`src/rtl/arm_fetch.sv`:
```
// arm_fetch: PC owner and imem req/ack fetch sequencer that issues one instruction at a time to execute
module arm_fetch #(
  parameter logic [31:0] RESET_PC = 32'h0040_0000,
  parameter int          MAX_WAIT = 255
) (
  input  logic        clk,
  input  logic        rst_b,
  output logic        imem_req,
  output logic [31:0] imem_addr,
  input  logic        imem_ack,
  input  logic [31:0] imem_rdata,
  output logic [31:0] inst,
  output logic        inst_valid,
  output logic [31:0] pc,
  output logic [31:0] pc_plus4,
  input  logic        exec_done,
  input  logic        pc_we,
  input  logic [1:0]  pc_in_sel,
  input  logic [31:0] branch_addr,
  input  logic        halted,
  output logic        fetch_halted,
  output logic        fetch_fault
);
  localparam int WW = $clog2(MAX_WAIT + 1);
  typedef enum logic [1:0] {FETCH, ISSUE, HALT, FAULT} state_t;
  state_t state, state_nx;
  logic [WW-1:0] wait_cnt;
  logic [31:0] pc_nx;
  logic fetching;
  // the cycle after reset release sits in FETCH with req still low; it must not count or accept acks
  assign fetching = state == FETCH && imem_req;
  assign imem_addr = pc;
  assign pc_plus4 = pc + 32'd4;
  always_comb begin
    state_nx = state;
    pc_nx = pc;
    if (fetching)
      state_nx = imem_ack ? ISSUE : (wait_cnt == WW'(MAX_WAIT - 1)) ? FAULT : FETCH;
    else if (state == ISSUE && exec_done) begin
      state_nx = halted ? HALT : FETCH;
      if (!halted && pc_we)
        pc_nx = pc_in_sel == 2'd0 ? (branch_addr & ~32'h3) : pc_in_sel == 2'd2 ? pc : pc_plus4;
    end
  end
  always_ff @(posedge clk or negedge rst_b) begin
    if (!rst_b) begin
      state        <= FETCH;
      pc           <= RESET_PC;
      inst         <= '0;
      inst_valid   <= 1'b0;
      imem_req     <= 1'b0;
      fetch_halted <= 1'b0;
      fetch_fault  <= 1'b0;
      wait_cnt     <= '0;
    end else begin
      state        <= state_nx;
      pc           <= pc_nx;
      imem_req     <= state_nx == FETCH;
      inst_valid   <= state_nx == ISSUE;
      fetch_halted <= state_nx == HALT;
      fetch_fault  <= state_nx == FAULT;
      if (fetching) begin
        wait_cnt <= imem_ack ? '0 : wait_cnt + 1'b1;
        if (imem_ack) inst <= imem_rdata;
      end
    end
  end
endmodule

```
`config.mk`:
```
export PLATFORM = sky130hd
export DESIGN_NAME = arm_fetch
export DESIGN_NICKNAME = d
export VERILOG_FILES = /design/src/rtl/arm_fetch.sv
export SDC_FILE = /design/constraint.sdc
export NUM_CORES = 1
export LEC_CHECK = 0
export ABC_AREA = 1
export CAP_MARGIN = 20
export CORE_ASPECT_RATIO = 0.6
export CORE_MARGIN = 3
export CORE_UTILIZATION = 46
export CTS_CLUSTER_DIAMETER = 150
export CTS_CLUSTER_SIZE = 28
export DETAILED_ROUTE_END_ITERATION = 8
export GPL_ROUTABILITY_DRIVEN = 0
export PLACE_DENSITY = 0.91
export RECOVER_POWER = 100
export SLEW_MARGIN = 5
export SYNTH_ARGS = -nofsm -noshare
export SYNTH_HDL_FRONTEND = slang
export SYNTH_SLANG_ARGS = --single-unit
```
`constraint.sdc`:
```
create_clock -name clk -period 3.8 [get_ports clk]
set_input_delay 0.76 -clock clk [delete_from_list [all_inputs] [get_ports clk]]
set_output_delay 0.76 -clock clk [all_outputs]
set_load 0.01 [all_outputs]
```
==> results of run 1 <==
worst register-to-register path, cell delays in order, from the launching register on:
cell and delay, ns:
dfrtp_1 0.41, nor2_1 0.08, nand2_2 0.11, nor2_1 0.08
inv_1 0.85, nand3_1 0.30, nand2_1 0.16, inv_1 0.05
cell usage in the layout, fill, tap and decap left out, drive strengths merged, types with 2 or more instances in the layout:
master         instances
clkbuf                10
clkinv                 4
nor2                  98
dlygate4sd3          117
nand2                269
a31oi                  2
xnor2                  4
o21ai                 21
nor3                   2
nand3b                 2
a21oi                 30
clkinvlp               2
conb                   6
buf                    3
ha                     3
dfrtp                 75
clkdlybuf4s50         77
nand4                  2
xor2                   2
nand3                 32
inv                   50
power groups by stage:
stage	Combinational (mW)	Clock, mW	Sequential, mW
floorplan	0.0372	0	0.859
global placement	0.171	0	0.850
detailed placement	0.175	0	0.851
CTS	0.176	0.886	0.836
global route	0.181	0.920	0.838
finish	0.166	0.874	0.836
stage by stage:
stage	area, µm²	hold slack, ns	total power [mW]	worst slack, ns	utilization
detailed placement	6310	0.461	1.03	1.00	0.675
global route	6560	0.501	1.94	0.228	0.700
finish	6560	0.464	1.88	0.430	0.700
global placement	6310	0.452	1.02	1.06	0.675
floorplan	4540	0.464	0.896	1.70	-
CTS	6620	0.477	1.90	0.631	0.707
cells by family after synthesis:
family,Yosys count,share of synthesized area
buffers and inverters,104,0.121
and+or+nand+nor,407,0.375
other,1,0.000830
DFF,76,0.421
AOI/OAI and AO/OA,54,0.0609
xor gates and xnor gates,6,0.0133
adders and majority gates,3,0.00831
state kept, by name (all words and copies together), names as in the netlist:
name and count:
imem_addr 30, fetch_halted 1, state 2, inst 32, inst_valid 1, wait_cnt 8, fetch_fault 1, imem_req 1
area by class of cell:
class,instances,share of cell area
Clock buffer,9,0.0344
Inverter,50,0.0286
Sequential cell,76,0.290
Timing Repair Buffer,198,0.300
Clock inverter,7,0.0116
Tap cell,130,0.0248
Multi-Input combinational cell,476,0.310
worst min-delay path by stage:
| stage | start | endpoint | slack, ns | cells past startpoint |
|---|---|---|---|---|
| after global routing | inst[0] | inst[0] | 0.50 | 2 |
| after detailed placement | inst[8] | inst[8] | 0.46 | 2 |
| after CTS | inst[8] | inst[8] | 0.48 | 2 |
| after floorplan | rst_b | fetch_fault | 0.46 | 0 |
| final | inst[0] | inst[0] | 0.46 | 2 |
| after global placement | inst[5] | inst[5] | 0.45 | 2 |
layer usage:
layer,GRT usage,share of wire,vias up,wire (µm)
met5,0,0,-,0
met4,0.0852,0.019,0,284
met3,0.0745,0.10,32,1510
met2,0.446,0.46,293,6750
met1,0.343,0.42,2238,6150
li1,-,-,2281,-
==> flow_metrics.py, run 1 <==
metrics = {
    "critical_path": {
        "r2r-start": "state[0]",
        "critPathLaunchType": "register",
        "arrival_ns": 2.61,
        "crit_slowest_cell": "clkdlybuf4s50_1",
        "critPathMaxFanout": 8,
        "endpoint": "pc_plus4[14]",
        "critical_path.cell_chain": "ha_1, nand2_2, nor2_4, nand2_1, nor2_1, nand2_1, nand2_1, clkdlybuf4s50_1",
        "worstPathRequired_ns": 3.04,
        "path_depth": 8,
        "cp-startpoint": "imem_addr[3]",
        "path_delay_family": "simple AND/OR/NAND/NOR gates",
        "worst-setup-path-type": "reg -> out",
        "cp_common_cell": "nand2_1",
        "r2r-end": "fetch_fault",
        "rrSetupSlack_ns": 1.65,
        "crit_buf_inv": 1,
        "max_stage_delay_ns": 0.58,
        "cp-end-kind": "output pin",
        "reg2reg_depth": 7,
    },
    "routing": {
        "dr_total_vias": 4844,
        "totalWireLength_um": 14700,
        "via_per_inst": 5.12,
        "ant_nets": 0,
        "wl_per_cell_um": 15.5,
        "first_pass_iters": 5,
        "drtIter0Drc": 424,
        "drcViolationCount": 0,
    },
    "logic_synthesis": {
        "ys_ff_latch": 76,
        "synth_flop_cell": "dfrtp_1",
        "synth_edf_count": 0,
        "ys_types": 32,
        "synthArstFlopShare": 1.00,
        "yosys-top-cells-area": "dfrtp_1, nand2_1, nor2_1",
        "syn_area_um2": 4520,
        "synth_top_cell_by_area": "dfrtp_1",
        "postSynthAreaPerCell_um2": 6.94,
        "synth.top_cell.area_share": 0.416,
        "synth_most_common_cell": "nand2_1",
        "synth_seq_area_share": 0.421,
        "ys_warn_count": 0,
        "yosys-top-cells-count": "nand2_1, nor2_1, dfrtp_1",
        "syn_inst": 651,
    },
    "run_status": {
        "violations": "capacitance limit, slew limit",
        "status": "complete, but fails checks",
    },
    "global_route": {
        "grt_max_degree": 77,
        "grt_pass1_vias": 4678,
        "grt_pass1_wl_um": 23200,
        "antenna_found_initial": 0,
        "overflow": 0,
        "grt_usage": 0.268,
    },
    "finish": {
        "fin_nets": 886,
        "multi_input_area_um2": 2030,
        "fillers": 749,
        "seqCellArea_um2": 1900,
        "drive_gt1_frac": 0.0417,
        "area_delta_synth_final_pct": 45.1,
        "antennaDiodeCount": 0,
        "fin_cells": 946,
    },
    "pwr": {
        "combPwrFrac": 0.089,
        "leakagePower_nw": 3.35,
        "p_seq_frac": 0.446,
        "p_int_mw": 1.43,
        "p_switching_mw": 0.442,
        "power_density_nw_per_um2": 286,
        "swShare": 0.236,
        "clockPowerShare": 0.466,
        "ir_drop_mv": 0.302,
    },
    "sta": {
        "worst_pin_slew_ns": 1.90,
        "finalSetupViolations": 0,
        "max_freq_mhz": 297,
        "grt_setup_unrepaired": "no",
        "fin_crit_sh": 0.887,
        "relSlewSlack": -0.269,
        "period_needed_ns": 3.37,
        "skew_ns": 0.00588,
        "hold_viol_final": 0,
        "finalSetupTns_ns": 0,
        "maxSlewViolCount": 77,
    },
    "die": {
        "core_region_area_um2": 9360,
        "chipHeight_um": 82.8,
        "io-pin-count": 204,
        "num_rows": 27,
        "dieArea_um2": 11100,
        "die_w_um": 134,
        "initial_core_util": 0.483,
    },
    "clock_network": {
        "clk_pin_slew_worst_paths_ns": 0.06,
        "cts_made_buffers": 9,
        "cts_tree": "yes",
        "cts_resized": 0,
        "holdBufCountCts": 0,
        "clkSinkCount": 76,
        "post-cts-setup-buffer-count": 0,
        "clock_latency_ns": 0.34,
        "root_buffer": "clkbuf_16",
        "htree_levels": 3,
        "ctsLongestPathBuffers": 2,
    },
    "placement": {
        "hpwlAfterDp_um": 10900,
        "placed_cells": 930,
        "port_buffers": 195,
    },
    "run": {
        "cap_violations": 1,
    },
    "hold_path": {
        "hold_class": "reg -> reg",
    },
}
Power figures use the tool's default switching activity.
==> run 2, diff against run 1 <==
CORE_ASPECT_RATIO = not set   (was 0.6)
==> run 2 against run 1 <==
Compared with the run above: the flow still finishes with violations (capacitance limit, slew limit); flip-flop and latch count unchanged; via count down 2.0%; register-to-register slack better by 0.07 ns; combinational power about the same; sequential power about the same; clock skew up 0.011 ns; wire length down 7.3%; die area down 0.35%; critical path depth down 1; maximum frequency down 0.48%; first-iteration DRC count down 62%; global-route usage down 1.9 points; critical path type unchanged.
==> flow_metrics.py, run 2 (synthesis results as in run 1) <==
metrics = {
    "run_status": {
        "status": "complete, but fails checks",
        "violations": "capacitance limit, slew limit",
    },
    "pwr": {
        "ir_drop_mv": 0.234,
        "power_density_nw_per_um2": 265,
        "p_seq_frac": 0.485,
        "p_int_mw": 1.32,
        "clockPowerShare": 0.418,
        "leakagePower_nw": 3.31,
        "combPwrFrac": 0.096,
        "p_switching_mw": 0.404,
        "swShare": 0.235,
    },
    "sta": {
        "worst_pin_slew_ns": 1.92,
        "finalSetupTns_ns": 0,
        "max_freq_mhz": 295,
        "skew_ns": 0.0174,
        "grt_setup_unrepaired": "no",
        "fin_crit_sh": 0.891,
        "maxSlewViolCount": 77,
        "whs_ns": 0.470,
        "period_needed_ns": 3.39,
        "hold_viol_final": 0,
        "relSlewSlack": -0.280,
        "finalSetupViolations": 0,
    },
    "finish": {
        "final_cell_area_um2": 6490,
        "fin_nets": 886,
        "layout_common_cells": "nand2_1, dlygate4sd3_1, nor2_1",
        "final_common_cell": "nand2_1",
        "antennaDiodeCount": 0,
        "area_delta_synth_final_pct": 43.8,
        "drive_gt1_frac": 0.0453,
        "fillers": 788,
        "largest_register_ffs": 32,
        "max_flop_register": "inst",
    },
    "routing": {
        "first_pass_iters": 5,
        "totalWireLength_um": 13600,
        "drcViolationCount": 0,
        "ant_nets": 0,
        "via_per_inst": 5.02,
        "drtIter0Drc": 163,
        "dr_total_vias": 4747,
        "wl_per_cell_um": 14.4,
    },
    "global_route": {
        "top_usage_layer": "met2",
        "grt_pass1_vias": 4834,
        "grt_usage": 0.249,
        "grt_pass1_wl_um": 22500,
        "grt_max_degree": 77,
        "antenna_found_initial": 0,
        "gr-usage-met2": 0.460,
        "grtUsageMet1": 0.260,
        "overflow": 0,
        "use_met3": 0.0920,
    },
    "hold_path": {
        "hold_class": "reg -> reg",
        "holdCritStartpoint": "inst[12]",
        "hold_depth": 2,
        "hold_end": "inst[12]",
    },
    "clock_network": {
        "post-cts-setup-buffer-count": 0,
        "htree_levels": 3,
        "ctsLongestPathBuffers": 2,
        "cts_tree": "yes",
        "root_buffer": "clkbuf_8",
        "clk_pin_slew_worst_paths_ns": 0.08,
        "holdBufCountCts": 0,
        "cts_made_buffers": 9,
        "clock_latency_ns": 0.35,
        "cts_resized": 0,
        "clkSinkCount": 76,
    },
    "die": {
        "dieArea_um2": 11000,
        "core_region_area_um2": 9370,
        "chipHeight_um": 105,
        "num_rows": 35,
        "die_w_um": 105,
        "initial_core_util": 0.482,
        "io-pin-count": 204,
    },
    "placement": {
        "port_buffers": 195,
        "dpl-instance-area_um2": 6310,
        "hpwlAfterDp_um": 10600,
    },
    "critical_path": {
        "r2r-end": "fetch_fault",
        "reg2reg_depth": 7,
        "cp-startpoint": "imem_addr[4]",
        "rrSetupSlack_ns": 1.72,
        "worstPathRequired_ns": 3.04,
        "critPathMaxFanout": 7,
        "r2r-start": "state[0]",
        "cp-end-kind": "output pin",
        "worst-setup-path-type": "reg -> out",
        "critPathLaunchType": "register",
        "arrival_ns": 2.63,
    },
    "run": {
        "cap_violations": 1,
    },
}
## run 2: worst max path at each step
stage	end	slack, ns	depth (start not counted)
floorplan	pc_plus4[24]	1.70	8
global placement	pc_plus4[28]	1.09	8
detailed placement	pc_plus4[28]	1.07	8
CTS	pc_plus4[28]	0.69	8
global route	pc_plus4[28]	0.26	8
finish	pc_plus4[29]	0.41	7
## run 2: worst max-delay path: stages, from the launching register on
cell and delay, ns:
dfrtp_1 0.51, nand2_2 0.08, nor2_1 0.31, nand2_1 0.27
nor2_1 0.34, nand3_1 0.15, nand2_1 0.10, clkdlybuf4s50_1 0.54
## run 2: per-layer routing
metal / wire length (µm) / vias up / part of all wire
met4: 339 / 0 / 0.025
li1: - / 2286 / -
met3: 1420 / 25 / 0.10
met1: 4880 / 2204 / 0.36
met2: 6980 / 232 / 0.51
met5: 0 / - / 0
## run 2: cell type report
cell class,count,area [µm²],area share
Timing Repair Buffer,198,1970,0.303
Clock buffer,10,138,0.0212
Tap cell,129,161,0.0249
Sequential cell,76,1900,0.293
Clock inverter,6,95.1,0.0146
Inverter,50,188,0.0289
Multi-Input combinational cell,476,2040,0.315
## run 2: power groups by stage
| stage | registers, mW | clock network (mW) | logic (mW) |
|---|---|---|---|
| floorplan | 0.859 | 0 | 0.0372 |
| global placement | 0.850 | 0 | 0.171 |
| detailed placement | 0.851 | 0 | 0.175 |
| CTS | 0.836 | 0.739 | 0.176 |
| global route | 0.837 | 0.771 | 0.181 |
| finish | 0.835 | 0.719 | 0.166 |
## run 2: stage by stage
step           std cells   util  worst slack (ns)  power, mW
2_1_floorplan        656      -              1.70      0.896
3_5_place_dp         929  0.674              1.07       1.03
5_1_grt              945  0.693             0.265       1.79
6_report             945  0.693             0.414       1.72
4_1_cts              945  0.698             0.690       1.75
3_3_place_gp         929  0.674              1.09       1.02
==> run 3, diff against run 2 <==
CORE_ASPECT_RATIO = 0.6   (was not set)
RECOVER_POWER = 50   (was 100)
==> run 3 against run 2 <==
Compared with the run above: the flow still finishes with violations (capacitance limit, slew limit); core utilization up 1.3 points; maximum frequency up 5.4%; hold slack worse by 0.0061 ns; global-route usage up 1.9 points; clock skew down 0.011 ns; critical endpoint is now pc_plus4[24].
==> flow_metrics.py, run 3 (synthesis results as in run 1) <==
metrics = {
    "global_route": {
        "overflow": 0,
        "grt_usage": 0.268,
        "antenna_found_initial": 0,
        "grt_pass1_wl_um": 23200,
        "grt_pass1_vias": 4678,
        "grt_max_degree": 77,
    },
    "sta": {
        "worst_pin_slew_ns": 1.91,
        "relSlewSlack": -0.271,
        "max_freq_mhz": 311,
        "hold_viol_final": 0,
        "finalSetupTns_ns": 0,
        "finalSetupViolations": 0,
        "skew_ns": 0.00659,
        "period_needed_ns": 3.21,
        "fin_crit_sh": 0.845,
        "grt_setup_unrepaired": "no",
        "maxSlewViolCount": 77,
    },
    "routing": {
        "ant_nets": 0,
        "first_pass_iters": 6,
        "wl_per_cell_um": 15.5,
        "drcViolationCount": 0,
        "drtIter0Drc": 408,
        "totalWireLength_um": 14700,
        "via_per_inst": 5.07,
        "dr_total_vias": 4795,
    },
    "pwr": {
        "power_density_nw_per_um2": 285,
        "p_int_mw": 1.44,
        "p_switching_mw": 0.443,
        "leakagePower_nw": 3.11,
        "combPwrFrac": 0.091,
        "ir_drop_mv": 0.301,
        "swShare": 0.235,
        "p_seq_frac": 0.445,
        "clockPowerShare": 0.465,
    },
    "run": {
        "cap_violations": 1,
    },
    "critical_path": {
        "worstPathRequired_ns": 3.04,
        "critical_path.cell_chain": "ha_1, nand2_2, nor2_4, nand2_2, nor2_2, nand3_1, nand2_1, clkdlybuf4s50_1",
        "crit_slowest_cell": "clkdlybuf4s50_1",
        "critPathLaunchType": "register",
        "cp-end-kind": "output pin",
        "max_stage_delay_ns": 0.56,
        "critPathMaxFanout": 5,
        "cp_common_cell": "nand2_2",
        "crit_buf_inv": 1,
        "worst-setup-path-type": "reg -> out",
        "path_delay_family": "simple AND/OR/NAND/NOR gates",
        "arrival_ns": 2.45,
    },
    "finish": {
        "layout_common_cells": "nand2_1, clkdlybuf4s50_1, nor2_1",
        "max_flop_register": "inst",
        "area_delta_synth_final_pct": 46.2,
        "final_common_cell": "nand2_1",
        "largest_register_ffs": 32,
        "fin_cells": 946,
        "antennaDiodeCount": 0,
        "fillers": 737,
        "fin_nets": 886,
        "drive_gt1_frac": 0.0539,
    },
    "run_status": {
        "violations": "capacitance limit, slew limit",
        "status": "complete, but fails checks",
    },
    "hold_path": {
        "hold_class": "reg -> reg",
    },
    "clock_network": {
        "holdBufCountCts": 0,
        "ctsLongestPathBuffers": 2,
        "cts_tree": "yes",
        "htree_levels": 3,
        "cts_resized": 0,
        "cts_made_buffers": 9,
        "clock_latency_ns": 0.34,
        "root_buffer": "clkbuf_16",
        "clk_pin_slew_worst_paths_ns": 0.06,
        "post-cts-setup-buffer-count": 0,
        "clkSinkCount": 76,
    },
    "die": {
        "core_region_area_um2": 9360,
        "chipHeight_um": 82.8,
        "initial_core_util": 0.483,
        "num_rows": 27,
        "die_w_um": 134,
        "io-pin-count": 204,
        "dieArea_um2": 11100,
    },
    "placement": {
        "hpwlAfterDp_um": 10900,
        "placed_cells": 930,
        "port_buffers": 195,
    },
}
## run 3: cell types whose count changed in the layout (fill, tap and decap cells not counted), sizes merged
cell,before,now
inv,51,50
clkinv,3,4
dlygate4sd3,110,19
clkdlybuf4s50,84,175
bufinv,2,1
clkbuf,12,10
buf,2,3
clkinvlp,0,2
## run 3: power by group through the flow
| stage | clock network [mW] | logic, mW | registers [mW] |
|---|---|---|---|
| after global routing | 0.920 | 0.186 | 0.838 |
| after global placement | 0 | 0.171 | 0.850 |
| after floorplan | 0 | 0.0372 | 0.859 |
| after CTS | 0.886 | 0.176 | 0.836 |
| final | 0.873 | 0.171 | 0.836 |
| after detailed placement | 0 | 0.175 | 0.851 |
## run 3: area by class of cell
type / count / area (µm²) / share of cell area
inverters: 50 / 188 / 0.0284
clock inverters: 7 / 76.3 / 0.0116
repair buffers: 198 / 1970 / 0.298
flip-flops and latches: 76 / 1900 / 0.288
multi-input cells: 476 / 2080 / 0.315
clock buffers: 9 / 225 / 0.0341
well taps: 130 / 163 / 0.0246
## run 3: worst register-to-register path, delay by kind of cell (launching register included)
| kind | cells | cell delay (ns) |
|---|---|---|
| buffers and inverters | 2 | 0.91 |
| flip-flops | 1 | 0.40 |
| AND/OR/NAND/NOR | 5 | 0.73 |
## run 3: through the flow
stage	worst slack (ns)	hold WS (ns)	util	cell area (µm²)	power (mW)
2_1_floorplan	1.70	0.464	-	4540	0.896
3_3_place_gp	1.06	0.452	0.675	6310	1.02
3_5_place_dp	1.00	0.461	0.675	6310	1.03
4_1_cts	0.631	0.477	0.707	6620	1.90
5_1_grt	0.445	0.501	0.706	6610	1.94
6_report	0.589	0.464	0.706	6610	1.88
## run 3: path summary, 6_finish.rpt
kind	slack, ns	endpoint	startpoint	depth (start not counted)
max	0.59	pc_plus4[24]	imem_addr[3]	8
min	0.46	inst[0]	inst[0]	2
max reg2reg	1.65	fetch_fault	state[0]	7
min reg2reg	0.46	inst[0]	inst[0]	2
max in group asynchronous	1.71	inst[21]	rst_b	1
min in group asynchronous	0.94	imem_addr[18]	rst_b	1
## run 3: metal layers
| layer | track usage | wire, µm | up-vias | share of wire |
|---|---|---|---|---|
| met3 | 0.0745 | 1480 | 29 | 0.10 |
| met5 | 0 | 0 | - | 0 |
| met4 | 0.0852 | 294 | 0 | 0.020 |
| li1 | - | - | 2283 | - |
| met2 | 0.446 | 6760 | 274 | 0.46 |
| met1 | 0.343 | 6130 | 2209 | 0.42 |
